--- config.mk ---
export PLATFORM = sky130hd
export DESIGN_NAME = div_unit
export DESIGN_NICKNAME = d
export VERILOG_FILES = /design/src/rtl/div_pkg.sv /design/src/rtl/div_step.sv /design/src/rtl/div_unit.sv
export SDC_FILE = /design/constraint.sdc
export NUM_CORES = 1
export LEC_CHECK = 0
export ABC_AREA = 1
export CAP_MARGIN = 0
export CELL_PAD_IN_SITES_DETAIL_PLACEMENT = 1
export CELL_PAD_IN_SITES_GLOBAL_PLACEMENT = 1
export CORE_MARGIN = 1
export CORE_UTILIZATION = 36
export CTS_CLUSTER_DIAMETER = 30
export DETAILED_ROUTE_END_ITERATION = 10
export HOLD_SLACK_MARGIN = 0.02
export MAX_ROUTING_LAYER = met4
export PLACE_DENSITY_LB_ADDON = 0.1
export SLEW_MARGIN = 10
export SYNTH_ARGS = -nofsm -noshare
export SYNTH_HDL_FRONTEND = slang
export SYNTH_SLANG_ARGS = --single-unit
--- constraint.sdc ---
create_clock -name clk -period 3.85 [get_ports clk]
set_input_delay 0.77 -clock clk [delete_from_list [all_inputs] [get_ports clk]]
set_output_delay 0.77 -clock clk [all_outputs]
set_load 0.01 [all_outputs]
--- src/rtl/div_pkg.sv ---
// -----------------------------------------------------------------------------
// div_pkg
// Shared definitions for the iterative divider: the operand width, the
// quotient returned when the divisor is zero, and the controller states.
// -----------------------------------------------------------------------------
package div_pkg;

    localparam int DATA_W = 32;

    // Quotient reported for a divide by zero (all ones, like RISC-V DIV/DIVU).
    localparam logic [DATA_W-1:0] DIV_ZERO_QUO = 32'hFFFF_FFFF;

    // IDLE    : waiting for a request
    // DIVZERO : one-cycle detour that skips the iteration for op2 == 0
    // ON      : one restoring step per clock
    // END     : result valid, ready pulse
    typedef enum logic [1:0] {
        IDLE    = 2'd0,
        DIVZERO = 2'd1,
        ON      = 2'd2,
        END     = 2'd3
    } div_state_t;

endpackage

--- src/rtl/div_step.sv ---
// -----------------------------------------------------------------------------
// div_step
// One radix-2 restoring division step, purely combinational.
//   i_rem : partial remainder before the step
//   i_quo : dividend bits still to shift in (MSB first) / quotient so far
//   i_div : divisor magnitude
//   o_rem : partial remainder after the step
//   o_quo : i_quo shifted left with the new quotient bit in the LSB
// -----------------------------------------------------------------------------
module div_step
    import div_pkg::*;
(
    input  logic [DATA_W-1:0] i_rem,
    input  logic [DATA_W-1:0] i_quo,
    input  logic [DATA_W-1:0] i_div,
    output logic [DATA_W-1:0] o_rem,
    output logic [DATA_W-1:0] o_quo
);

    logic [DATA_W:0] w_shift;
    logic [DATA_W:0] w_trial;
    logic            w_fits;

    // The shifted remainder is below 2*divisor, so a DATA_W+1 bit subtract
    // is enough: its top bit is set exactly when the difference is negative.
    assign w_shift = {i_rem, i_quo[DATA_W-1]};
    assign w_trial = w_shift - {1'b0, i_div};
    assign w_fits  = ~w_trial[DATA_W];

    // A kept difference is always below the divisor, and a rejected shift
    // is below the divisor too, so both fit back into DATA_W bits.
    assign o_rem = w_fits ? w_trial[DATA_W-1:0] : w_shift[DATA_W-1:0];
    assign o_quo = {i_quo[DATA_W-2:0], w_fits};

endmodule

--- src/rtl/div_unit.sv ---
// -----------------------------------------------------------------------------
// div_unit
// Iterative 32-bit signed/unsigned divider, one quotient bit per clock.
//   clk          : clock, rising edge
//   resetn       : synchronous active-low reset
//   div_sign     : 1 = signed operands, 0 = unsigned (sampled with start)
//   div_start_i  : request a divide (only taken in IDLE)
//   div_annul_i  : abort the operation in flight / block a start in IDLE
//   div_op1      : dividend
//   div_op2      : divisor
//   result       : {remainder, quotient}, held until the next completion
//   div_ready_o  : one-cycle pulse while result is freshly valid
//   div_busy_o   : high in every state except IDLE
// -----------------------------------------------------------------------------
module div_unit #(
    parameter int DATA_W = 32
) (
    input  logic                clk,
    input  logic                resetn,
    input  logic                div_sign,
    input  logic                div_start_i,
    input  logic                div_annul_i,
    input  logic [DATA_W-1:0]   div_op1,
    input  logic [DATA_W-1:0]   div_op2,
    output logic [2*DATA_W-1:0] result,
    output logic                div_ready_o,
    output logic                div_busy_o
);

    import div_pkg::*;

    localparam int               CNT_W = $clog2(DATA_W);
    localparam logic [CNT_W-1:0] LAST  = CNT_W'(DATA_W - 1);

    div_state_t          r_state;
    logic [CNT_W-1:0]    r_count;
    logic [DATA_W-1:0]   r_rem;
    logic [DATA_W-1:0]   r_quo;
    logic [DATA_W-1:0]   r_div;
    logic                r_sign;
    logic                r_neg1;
    logic                r_neg2;
    logic [2*DATA_W-1:0] r_result;

    logic                w_neg1;
    logic                w_neg2;
    logic [DATA_W-1:0]   w_mag1;
    logic [DATA_W-1:0]   w_mag2;
    logic [DATA_W-1:0]   w_rem_next;
    logic [DATA_W-1:0]   w_quo_next;
    logic [DATA_W-1:0]   w_quo_fix;
    logic [DATA_W-1:0]   w_rem_fix;

    // Operand magnitudes; negation only applies to negative signed values.
    assign w_neg1 = div_sign & div_op1[DATA_W-1];
    assign w_neg2 = div_sign & div_op2[DATA_W-1];
    assign w_mag1 = w_neg1 ? -div_op1 : div_op1;
    assign w_mag2 = w_neg2 ? -div_op2 : div_op2;

    div_step u_step (
        .i_rem (r_rem),
        .i_quo (r_quo),
        .i_div (r_div),
        .o_rem (w_rem_next),
        .o_quo (w_quo_next)
    );

    // Sign fix-up on the last step's output: quotient negative when the signs
    // differ, remainder follows the dividend. 0x80000000 / -1 negates back to
    // 0x80000000 in two's complement, which is the intended answer.
    assign w_quo_fix = (r_sign & (r_neg1 ^ r_neg2)) ? -w_quo_next : w_quo_next;
    assign w_rem_fix = (r_sign & r_neg1)            ? -w_rem_next : w_rem_next;

    // Controller and datapath. In DIVZERO r_quo holds the raw dividend so it
    // can be returned unchanged as the remainder. result is only written on
    // the transition into END, so it stays stable while busy or after annul.
    always_ff @(posedge clk) begin
        if (!resetn) begin
            r_state  <= IDLE;
            r_count  <= '0;
            r_rem    <= '0;
            r_quo    <= '0;
            r_div    <= '0;
            r_sign   <= 1'b0;
            r_neg1   <= 1'b0;
            r_neg2   <= 1'b0;
            r_result <= '0;
        end else if (r_state != IDLE && div_annul_i) begin
            r_state <= IDLE;
        end else begin
            case (r_state)
                IDLE: begin
                    if (div_start_i && !div_annul_i) begin
                        r_sign  <= div_sign;
                        r_neg1  <= w_neg1;
                        r_neg2  <= w_neg2;
                        r_count <= '0;
                        r_rem   <= '0;
                        if (div_op2 == '0) begin
                            r_quo   <= div_op1;
                            r_div   <= div_op2;
                            r_state <= DIVZERO;
                        end else begin
                            r_quo   <= w_mag1;
                            r_div   <= w_mag2;
                            r_state <= ON;
                        end
                    end
                end
                DIVZERO: begin
                    r_result <= {r_quo, DIV_ZERO_QUO};
                    r_state  <= END;
                end
                ON: begin
                    r_rem   <= w_rem_next;
                    r_quo   <= w_quo_next;
                    r_count <= r_count + CNT_W'(1);
                    if (r_count == LAST) begin
                        r_result <= {w_rem_fix, w_quo_fix};
                        r_state  <= END;
                    end
                end
                END: begin
                    r_state <= IDLE;
                end
                default: begin
                    r_state <= IDLE;
                end
            endcase
        end
    end

    // Status flags are straight decodes of the state register.
    assign result      = r_result;
    assign div_ready_o = (r_state == END);
    assign div_busy_o  = (r_state != IDLE);

endmodule

==> out/metrics.sh, run 1 <==
ANTENNA_LEFT=0
CLK_PIN_SLEW_WORST_PATHS_PS=70
SYNTH_TOP_CELL_BY_AREA='sky130_fd_sc_hd__dfxtp_1'
GRT_ANTENNA_BEFORE_REPAIR=2
FILLCELLCOUNT=4789
HOLDCRITPATHCLASS='reg -> reg'
SLEW_AT_THE_PIN_WITH_THE_WORST_MAX_SLEW_SLACK_PS=1130
YS.FLOP_TYPE='sky130_fd_sc_hd__dfxtp_1'
SETUP.WORST_PATH.START_CLASS='register'
MAPPEDNETLISTAREA_MM2=0.01294
TOTAL_NEGATIVE_SETUP_SLACKS_PS=0
POWERDENSITY_mW_PER_MM2=540.5
WORST_PATH_LARGEST_CELL_DELAY_PS=340
FINALCLOCKSKEW_PS=15.21
COUNT_OF_BUFFERS_INSERTED_AT_THE_TOP_LEVEL_PORTS=134
YS_FF_LATCH=170
SYNTH_NETS=2296
HOLD_DEPTH=2
FIRST_PASS_GRT_WIRE_LENGTH_UM=84640
FLOORPLAN.INITIALDENSITY_PCT=36.48
DRIVE_ABOVE_1_SHARE_PCT=12.40
END_KIND='register'
NUM_VIAS=15235
GRT_START_MAX_NET_PINS=84
MAX-SLEW-MARGIN-REL_PCT=24.57
POST_SYNTH_MOST_FREQUENT_CELLS='sky130_fd_sc_hd__nand2_1, sky130_fd_sc_hd__a21oi_1, sky130_fd_sc_hd__inv_1, sky130_fd_sc_hd__nor2_1, sky130_fd_sc_hd__dfxtp_1'
DOMINANT_CELL_BY_COUNT_IN_THE_SYNTHESIZED_NETLIST='sky130_fd_sc_hd__nand2_1'
SYN_TO_FINAL_GROWTH_PCT=28.63
FF_LATCH_AREA_MM2=0.003413
RR_ENDPOINT='result[8]'
CORE.ROWCOUNT=69
OUTCOME='completed'
SYNTH_LARGEST_TYPE_AREA_FRACTION_PCT=26.30
SYNTH_EDF_COUNT=0
CTS_HOLD_BUFFERS=0
COUNT_OF_NETS_AFTER_FINISHING=2510
TOTAL_ROUTING_RESOURCE_UTILIZATION_AFTER_GLOBAL_ROUTING_PCT=31.13
CTS_NUM_SINKS=170
MOST_USED_CELL_ALONG_THE_CRITICAL_PATH='sky130_fd_sc_hd__buf_4'
R2R_SETUP_SLK_PS=110
IO_PINS=135
CLOCK_PATH_BUFFERS=2
NETLIST_INSTANCES=2185
MAXSLEWVIOLCOUNT=0
ASYNC_FLOP_SHARE_PCT=0
REG2REGPATHDEPTH=27
HOLD_PATH_END='result[49]'
CLOCK_INSERTION_DELAY_WORST_SKEW_PS=460
MAXIMUM_IR_DROP_ON_THE_VDD_RAIL_V=0.0005408
DRV.MAX_CAP_VIOLATION_COUNT=0
TRITONCTS='done'
GRT_SETUP_UNREPAIRED='true'
WORSTHOLDSTART='result[49]'
SYNTH-SEQ-AREA-SHARE_PCT=26.30
ROOT_BUFFER='sky130_fd_sc_hd__clkbuf_16'
TOTAL_DRC_ERRORS_IN_THE_ROUTED_LAYOUT=0
HTREE_LEVELS=4
CRITICAL_PATH_CLASS='reg -> reg'
SYNTH.YOSYS.WARNINGS=0
TIMING.CRITICAL_PATH.ARRIVAL_PS=4050
DP_HPWL_UM=42940
WORSTREG2REGSTART='r_div[10]'
WORST-ENDPOINT-REQUIRED_PS=4160
INITIALDRTVIOLATIONCOUNT=880
DIE_W_UM=191.6
P_LEAK_nW=7.481
TIMING.CRITICAL_PATH.FANOUT_MAX=4
AVGVIACOUNTPERCELL=5.303
TIMING.CRITICAL_PATH.SLOWEST_STAGE_CELL='sky130_fd_sc_hd__dfxtp_2'
CTS_BUFFERS=17
WIRELENGTH_UM=54930
DIE_AREA_MM2=0.03671
YS_TYPES=51
MAXCLOCKFREQUENCY_MHz=267.2
WL_CELL_UM=19.12
DESIGN.CORE.AREA_MM2=0.03548
POSTSYNTHAREAPERCELL_UM2=5.923
FINALPOWER_W=0.008997
FIN_CRIT_PS=3743
LAYOUT_WORST_PATH_CYCLE_SHARE_PCT=97.21
YS_TOP_CELLS_BY_AREA='sky130_fd_sc_hd__dfxtp_1, sky130_fd_sc_hd__nand2_1, sky130_fd_sc_hd__a21oi_1'
FP.DIEH_UM=191.6
GR-TOTAL-OVERFLOW=0
PLACE.GP.CONGESTION=0.9240
GRT_PASS1_VIAS=15180
SETUP_VIOLATIONS=0
DRT-PASS1-ITER-COUNT=5
MULTIINPUTGATEAREA_MM2=0.008552
TIMING.FINAL.HOLD_VIOLATIONS=0
-- power breakdown --
group | leakage [nW] | internal [W] | switching [W]
clock | 0.291 | 0.00103 | 0.000798
combinational | 5.80 | 0.00182 | 0.00304
sequential | 1.39 | 0.00204 | 0.000265
-- critical path: cells and delay by family (launching register included) --
| family | cells | cell delay (ps) |
|---|---|---|
| compound gates | 4 | 500 |
| flops | 1 | 340 |
| buf+inv | 10 | 1120 |
| fa+ha+maj | 2 | 450 |
| simple gates | 11 | 1150 |
-- cell usage in the layout (no fill, tap or decap), types with 9 or more instances in the layout --
cell type | netlist | final
sky130_fd_sc_hd__ha_1 | 41 | 25
sky130_fd_sc_hd__a21oi_2 | 3 | 9
sky130_fd_sc_hd__o31ai_1 | 22 | 22
sky130_fd_sc_hd__o21ai_1 | 14 | 16
sky130_fd_sc_hd__a21oi_1 | 261 | 254
sky130_fd_sc_hd__ha_4 | 0 | 15
sky130_fd_sc_hd__nor2_2 | 5 | 14
sky130_fd_sc_hd__o211ai_1 | 20 | 20
sky130_fd_sc_hd__inv_1 | 260 | 251
sky130_fd_sc_hd__o21ai_0 | 104 | 101
sky130_fd_sc_hd__inv_2 | 3 | 9
sky130_fd_sc_hd__xor2_1 | 35 | 35
sky130_fd_sc_hd__nand2_1 | 674 | 663
sky130_fd_sc_hd__clkbuf_16 | 0 | 17
sky130_fd_sc_hd__o221ai_1 | 10 | 10
sky130_fd_sc_hd__dfxtp_1 | 170 | 162
sky130_fd_sc_hd__xnor2_1 | 20 | 20
sky130_fd_sc_hd__a31oi_1 | 24 | 22
sky130_fd_sc_hd__nand4_1 | 17 | 17
sky130_fd_sc_hd__buf_4 | 5 | 149
sky130_fd_sc_hd__nor2_1 | 189 | 177
sky130_fd_sc_hd__nand3_1 | 119 | 116
sky130_fd_sc_hd__nand2_2 | 16 | 25
sky130_fd_sc_hd__nor3_1 | 27 | 23
sky130_fd_sc_hd__clkdlybuf4s50_1 | 0 | 134
-- state kept, by name, indices dropped and copies added, names as in the netlist --
signal	flops
r_quo	32
r_count	5
r_state	2
r_rem	32
r_sign	1
result	64
r_neg1	1
r_neg2	1
r_div	32
-- cell families after synthesis --
kind of cell	count (synthesis)	share of synthesized area, %
simple gates	1079	34.40
compound gates	482	20.67
buf+inv	357	10.80
flops	170	26.30
xor+xnor	55	3.722
fa+ha+maj	42	4.118
-- area by class of cell --
cell class,instances,share of cell area [%]
diodes,1,0.01503
clock buffers,23,2.931
clock inverters,8,0.6464
inverters,266,6.035
multi-input cells,1658,51.37
flip-flops and latches,170,20.50
well taps,461,3.465
repair buffers,286,15.03
-- routing by layer --
layer / track usage [%] / up-vias / share of wire [%]
li1: - / 7525 / -
met1: 41.71 / 7338 / 48
met2: 47.74 / 321 / 44
met5: - / - / 0
met4: 7.051 / 0 / 1.6
met3: 6.541 / 51 / 5.8
-- stage by stage --
step	instances	worst slack [ps]	utilization, %	area [um2]	hold WS [ps]
after floorplan	2185	36.98	-	12950	445.3
after global placement	2826	-118.8	43.83	15550	451.5
after detailed placement	2826	-224.0	43.83	15550	458.9
after CTS	2866	6.938	45.88	16280	469.1
after global routing	2873	-112.7	46.92	16650	487.4
final	2873	107.5	46.92	16650	464.7
-- what timing repair did --
item                                    CTS  global route
endpoints found under the setup margin   10            40
buffers inserted                          9             6
resized for setup                        15            70
pin swaps                                 9            23
endpoints found under the hold margin     0             0
-- worst max-delay path by stage --
stage              start    endpoint  slack [ps]  cells past startpoint
2_1_floorplan  r_quo[31]  result[30]          40                     29
5_1_grt        r_div[16]  result[26]        -110                     27
4_1_cts        r_quo[31]  result[30]           7                     29
3_5_place_dp   r_quo[31]  result[30]        -220                     29
3_3_place_gp   r_quo[31]  result[30]        -120                     29
6_report       r_div[10]   result[8]         110                     27
(Power assumes the default switching activity.)
==> run 2: changes to the inputs <==
CAP_MARGIN = unset   (was 0)
==> results of run 2 <==
Final layout, timing and power as in run 1 (identical DEF).
==> run 3: changes to the inputs <==
RECOVER_POWER = 50   (was unset)
==> run 3 against run 2 <==
Against the previous run:
- sequential share of layout area hardly changed
- sequential power about the same
- power is 0.73% lower
- clock power about the same
- sequential cell count unchanged
- via count shrank 0.22%
- setup slack better by 3.8 ps
- maximum frequency is 0.10% higher
- worst hold slack worse by 2.8 ps
- non-clock buffer count is the same
- final cell count stayed put
- cell area about the same
- critical path type unchanged
- critical endpoint unchanged
==> out/metrics.sh, run 3 (synthesized netlist as in run 1, its figures left out) <==
OUTCOME='completed'
PATH_DELAY_FAMILY='simple AND/OR/NAND/NOR gates'
ROUTED-WL-MET2_UM=24330  # about the same
CLOCK_INSERTION_DELAY_WORST_SKEW_PS=460  # about the same
TOTAL_ROUTING_RESOURCE_UTILIZATION_AFTER_GLOBAL_ROUTING_PCT=31.13  # unchanged
CRIT_BUF_INV=10  # unchanged
DP_HPWL_UM=42940  # unchanged
CTS_BUFFERS=17  # unchanged
HTREE_LEVELS=4  # unchanged
ROOT_BUFFER='sky130_fd_sc_hd__clkbuf_16'
P_LEAK_nW=7.687  # +2.8%
MAXIMUM_IR_DROP_ON_THE_VDD_RAIL_V=0.0005297  # -2.1%
FINALCLOCKSKEW_PS=16.63  # +1.423 ps
COUNT_OF_NETS_AFTER_FINISHING=2510  # unchanged
MAXSLEWVIOLCOUNT=0  # unchanged
IO_PINS=135  # unchanged
DRT-PASS1-ITER-COUNT=5  # unchanged
LARGEST_REGISTER_FF_COUNT=64  # unchanged
WORST_PATH_LARGEST_CELL_DELAY_PS=340  # about the same
SETUP.WORST_PATH.START_CLASS='register'
POST_DP_AREA_MM2=0.01555  # unchanged
SETUP_VIOLATIONS=0  # unchanged
COUNT_OF_BUFFERS_INSERTED_AT_THE_TOP_LEVEL_PORTS=134  # unchanged
GRT_PASS1_VIAS=15180  # unchanged
ANTENNA_LEFT=0  # unchanged
TIMING.CRITICAL_PATH.ARRIVAL_PS=4040  # about the same
DESIGN.CORE.AREA_MM2=0.03548  # unchanged
CRITICAL_PATH_CLASS='reg -> reg'
TIMING.CRITICAL_PATH.SLOWEST_STAGE_CELL='sky130_fd_sc_hd__dfxtp_2'
CTS_NUM_SINKS=170  # unchanged
MOST-COMMON-LAYOUT-CELLS='sky130_fd_sc_hd__nand2_1, sky130_fd_sc_hd__a21oi_1, sky130_fd_sc_hd__inv_1'
WL_MET3_UM=2935  # -8.6%
CORE.ROWCOUNT=69  # unchanged
POWERDENSITY_mW_PER_MM2=536.9  # -0.66%
AVGVIACOUNTPERCELL=5.291  # -0.22%
TIMING.CRITICAL_PATH.FANOUT_MAX=4  # unchanged
MOST_USED_CELL_ALONG_THE_CRITICAL_PATH='sky130_fd_sc_hd__buf_4'
DIE_W_UM=191.6  # unchanged
WIRELENGTH_UM=54870  # -0.11%
PLACE.GP.CONGESTION=0.9240  # unchanged
MAX-SLEW-MARGIN-REL_PCT=25.30  # +0.73 points
SLEW_AT_THE_PIN_WITH_THE_WORST_MAX_SLEW_SLACK_PS=1119  # -10.97 ps
FLOORPLAN.INITIALDENSITY_PCT=36.48  # unchanged
GRT_START_MAX_NET_PINS=84  # unchanged
FIN_CRIT_PS=3739  # -3.799 ps
DRV.MAX_CAP_VIOLATION_COUNT=0  # unchanged
GRT_ANTENNA_BEFORE_REPAIR=2  # unchanged
NUM_VIAS=15202  # -0.22%
DIE_AREA_MM2=0.03671  # unchanged
SYN_TO_FINAL_GROWTH_PCT=28.53  # about the same
CELL_AREA_AFTER_LAYOUT_MM2=0.01663  # about the same
END_KIND='register'
HOLDCRITPATHCLASS='reg -> reg'
CLK_PIN_SLEW_WORST_PATHS_PS=70  # about the same
POST-ROUTE-UTIL_PCT=46.88  # about the same
WORST-ENDPOINT-REQUIRED_PS=4150  # about the same
DRIVE_ABOVE_1_SHARE_PCT=12.36  # -0.041 points
TOP_LAYER_USED='met4'
WL_CELL_UM=19.10  # -0.11%
CTS_HOLD_BUFFERS=0  # unchanged
INITIALDRTVIOLATIONCOUNT=864  # -1.8%
TIMING.FINAL.HOLD_VIOLATIONS=0  # unchanged
FIRST_PASS_GRT_WIRE_LENGTH_UM=84640  # unchanged
GRT_SETUP_UNREPAIRED='true'
LAYOUT.CELLS.MOST_COMMON='sky130_fd_sc_hd__nand2_1'
WL_MET1_UM=26700  # +0.79%
GR-TOTAL-OVERFLOW=0  # unchanged
MAXCLOCKFREQUENCY_MHz=267.5  # +0.10%
CLOCK_PATH_BUFFERS=2  # unchanged
TRITONCTS='done'
TOTAL_DRC_ERRORS_IN_THE_ROUTED_LAYOUT=0  # unchanged
FINALPOWER_W=0.008932  # -0.73%
LAYOUT_WORST_PATH_CYCLE_SHARE_PCT=97.11  # -0.099 points
WORST_HOLD_SLACK_PS=461.8  # -2.820 ps
FP.DIEH_UM=191.6  # unchanged
-- run 3: cell types whose count changed in the layout (fill, tap and decap cells not counted) --
cell / before / now
sky130_fd_sc_hd__dlygate4sd3_1: 0 / 68
sky130_fd_sc_hd__nor2_1: 177 / 178
sky130_fd_sc_hd__buf_4: 149 / 145
sky130_fd_sc_hd__clkbuf_2: 0 / 4
sky130_fd_sc_hd__clkdlybuf4s50_1: 134 / 66
sky130_fd_sc_hd__nor2_2: 14 / 13
-- run 3: worst reg2reg max path, cell delays in order (launching register included) --
cell and delay, ps:
sky130_fd_sc_hd__dfxtp_2 340, sky130_fd_sc_hd__inv_2 60, sky130_fd_sc_hd__ha_1 300, sky130_fd_sc_hd__nand2_2 120, sky130_fd_sc_hd__inv_1 70, sky130_fd_sc_hd__nand2_1 70, sky130_fd_sc_hd__nand2_1 90, sky130_fd_sc_hd__a21oi_2 220
sky130_fd_sc_hd__nand2_4 90, sky130_fd_sc_hd__nand2_4 90, sky130_fd_sc_hd__nand3_4 90, sky130_fd_sc_hd__nand2_8 110, sky130_fd_sc_hd__ha_4 150, sky130_fd_sc_hd__nand3_4 90, sky130_fd_sc_hd__nor3_4 200, sky130_fd_sc_hd__nand3_2 120
sky130_fd_sc_hd__buf_4 150, sky130_fd_sc_hd__buf_4 120, sky130_fd_sc_hd__buf_4 120, sky130_fd_sc_hd__buf_4 120, sky130_fd_sc_hd__buf_4 120, sky130_fd_sc_hd__buf_4 120, sky130_fd_sc_hd__buf_4 120, sky130_fd_sc_hd__buf_4 120
sky130_fd_sc_hd__nand2_1 80, sky130_fd_sc_hd__a31oi_1 80, sky130_fd_sc_hd__o31ai_1 100, sky130_fd_sc_hd__a21oi_1 100
-- run 3: final timing paths --
kind	startpoint	end	slack, ps	cells after the start
worst max-delay path	r_div[10]	result[8]	110	27
worst min-delay path	result[49]	result[49]	460	2
worst max register to register	r_div[10]	result[8]	110	27
worst min register to register	result[49]	result[49]	460	2
-- run 3: through the flow --
step | cells | setup slack [ps] | setup TNS [ps]
after detailed placement | 2826 | -224.0 | -1222
after global placement | 2826 | -118.8 | -276.7
after floorplan | 2185 | 36.98 | 0
final | 2873 | 111.3 | 0
after global routing | 2873 | -112.7 | -323.9
after CTS | 2866 | 6.938 | 0
-- run 3: power breakdown --
part           total (W)  switching [W]  leakage [nW]  internal (W)
Sequential       0.00230       0.000261          1.39       0.00204
Clock            0.00183       0.000800         0.291       0.00103
Combinational    0.00480        0.00303          6.01       0.00177
-- run 3: final cells by class --
cell class                 count  area, um2
fill                        4791      18850
multi-input combinational   1658       8549
sequential                   170       3413
timing repair buffer         286       2492
inverter                     266       1005
tap                          461      576.8
clock buffer                  23      488.0
clock inverter                 8      107.6
antenna                        1      2.502
-- run 3: per-layer routing --
metal / vias up / GRT usage (%)
li1: 7520 / -
met1: 7339 / 41.71
met2: 290 / 47.74
met3: 53 / 6.541
met4: 0 / 7.051
met5: - / -
-- run 3: timing repair --
item | 4_1_cts | 5_1_grt
buffers inserted | 9 | 6
pin swaps | 9 | 23
resized for setup | 15 | 70
setup endpoints to repair | 10 | 40
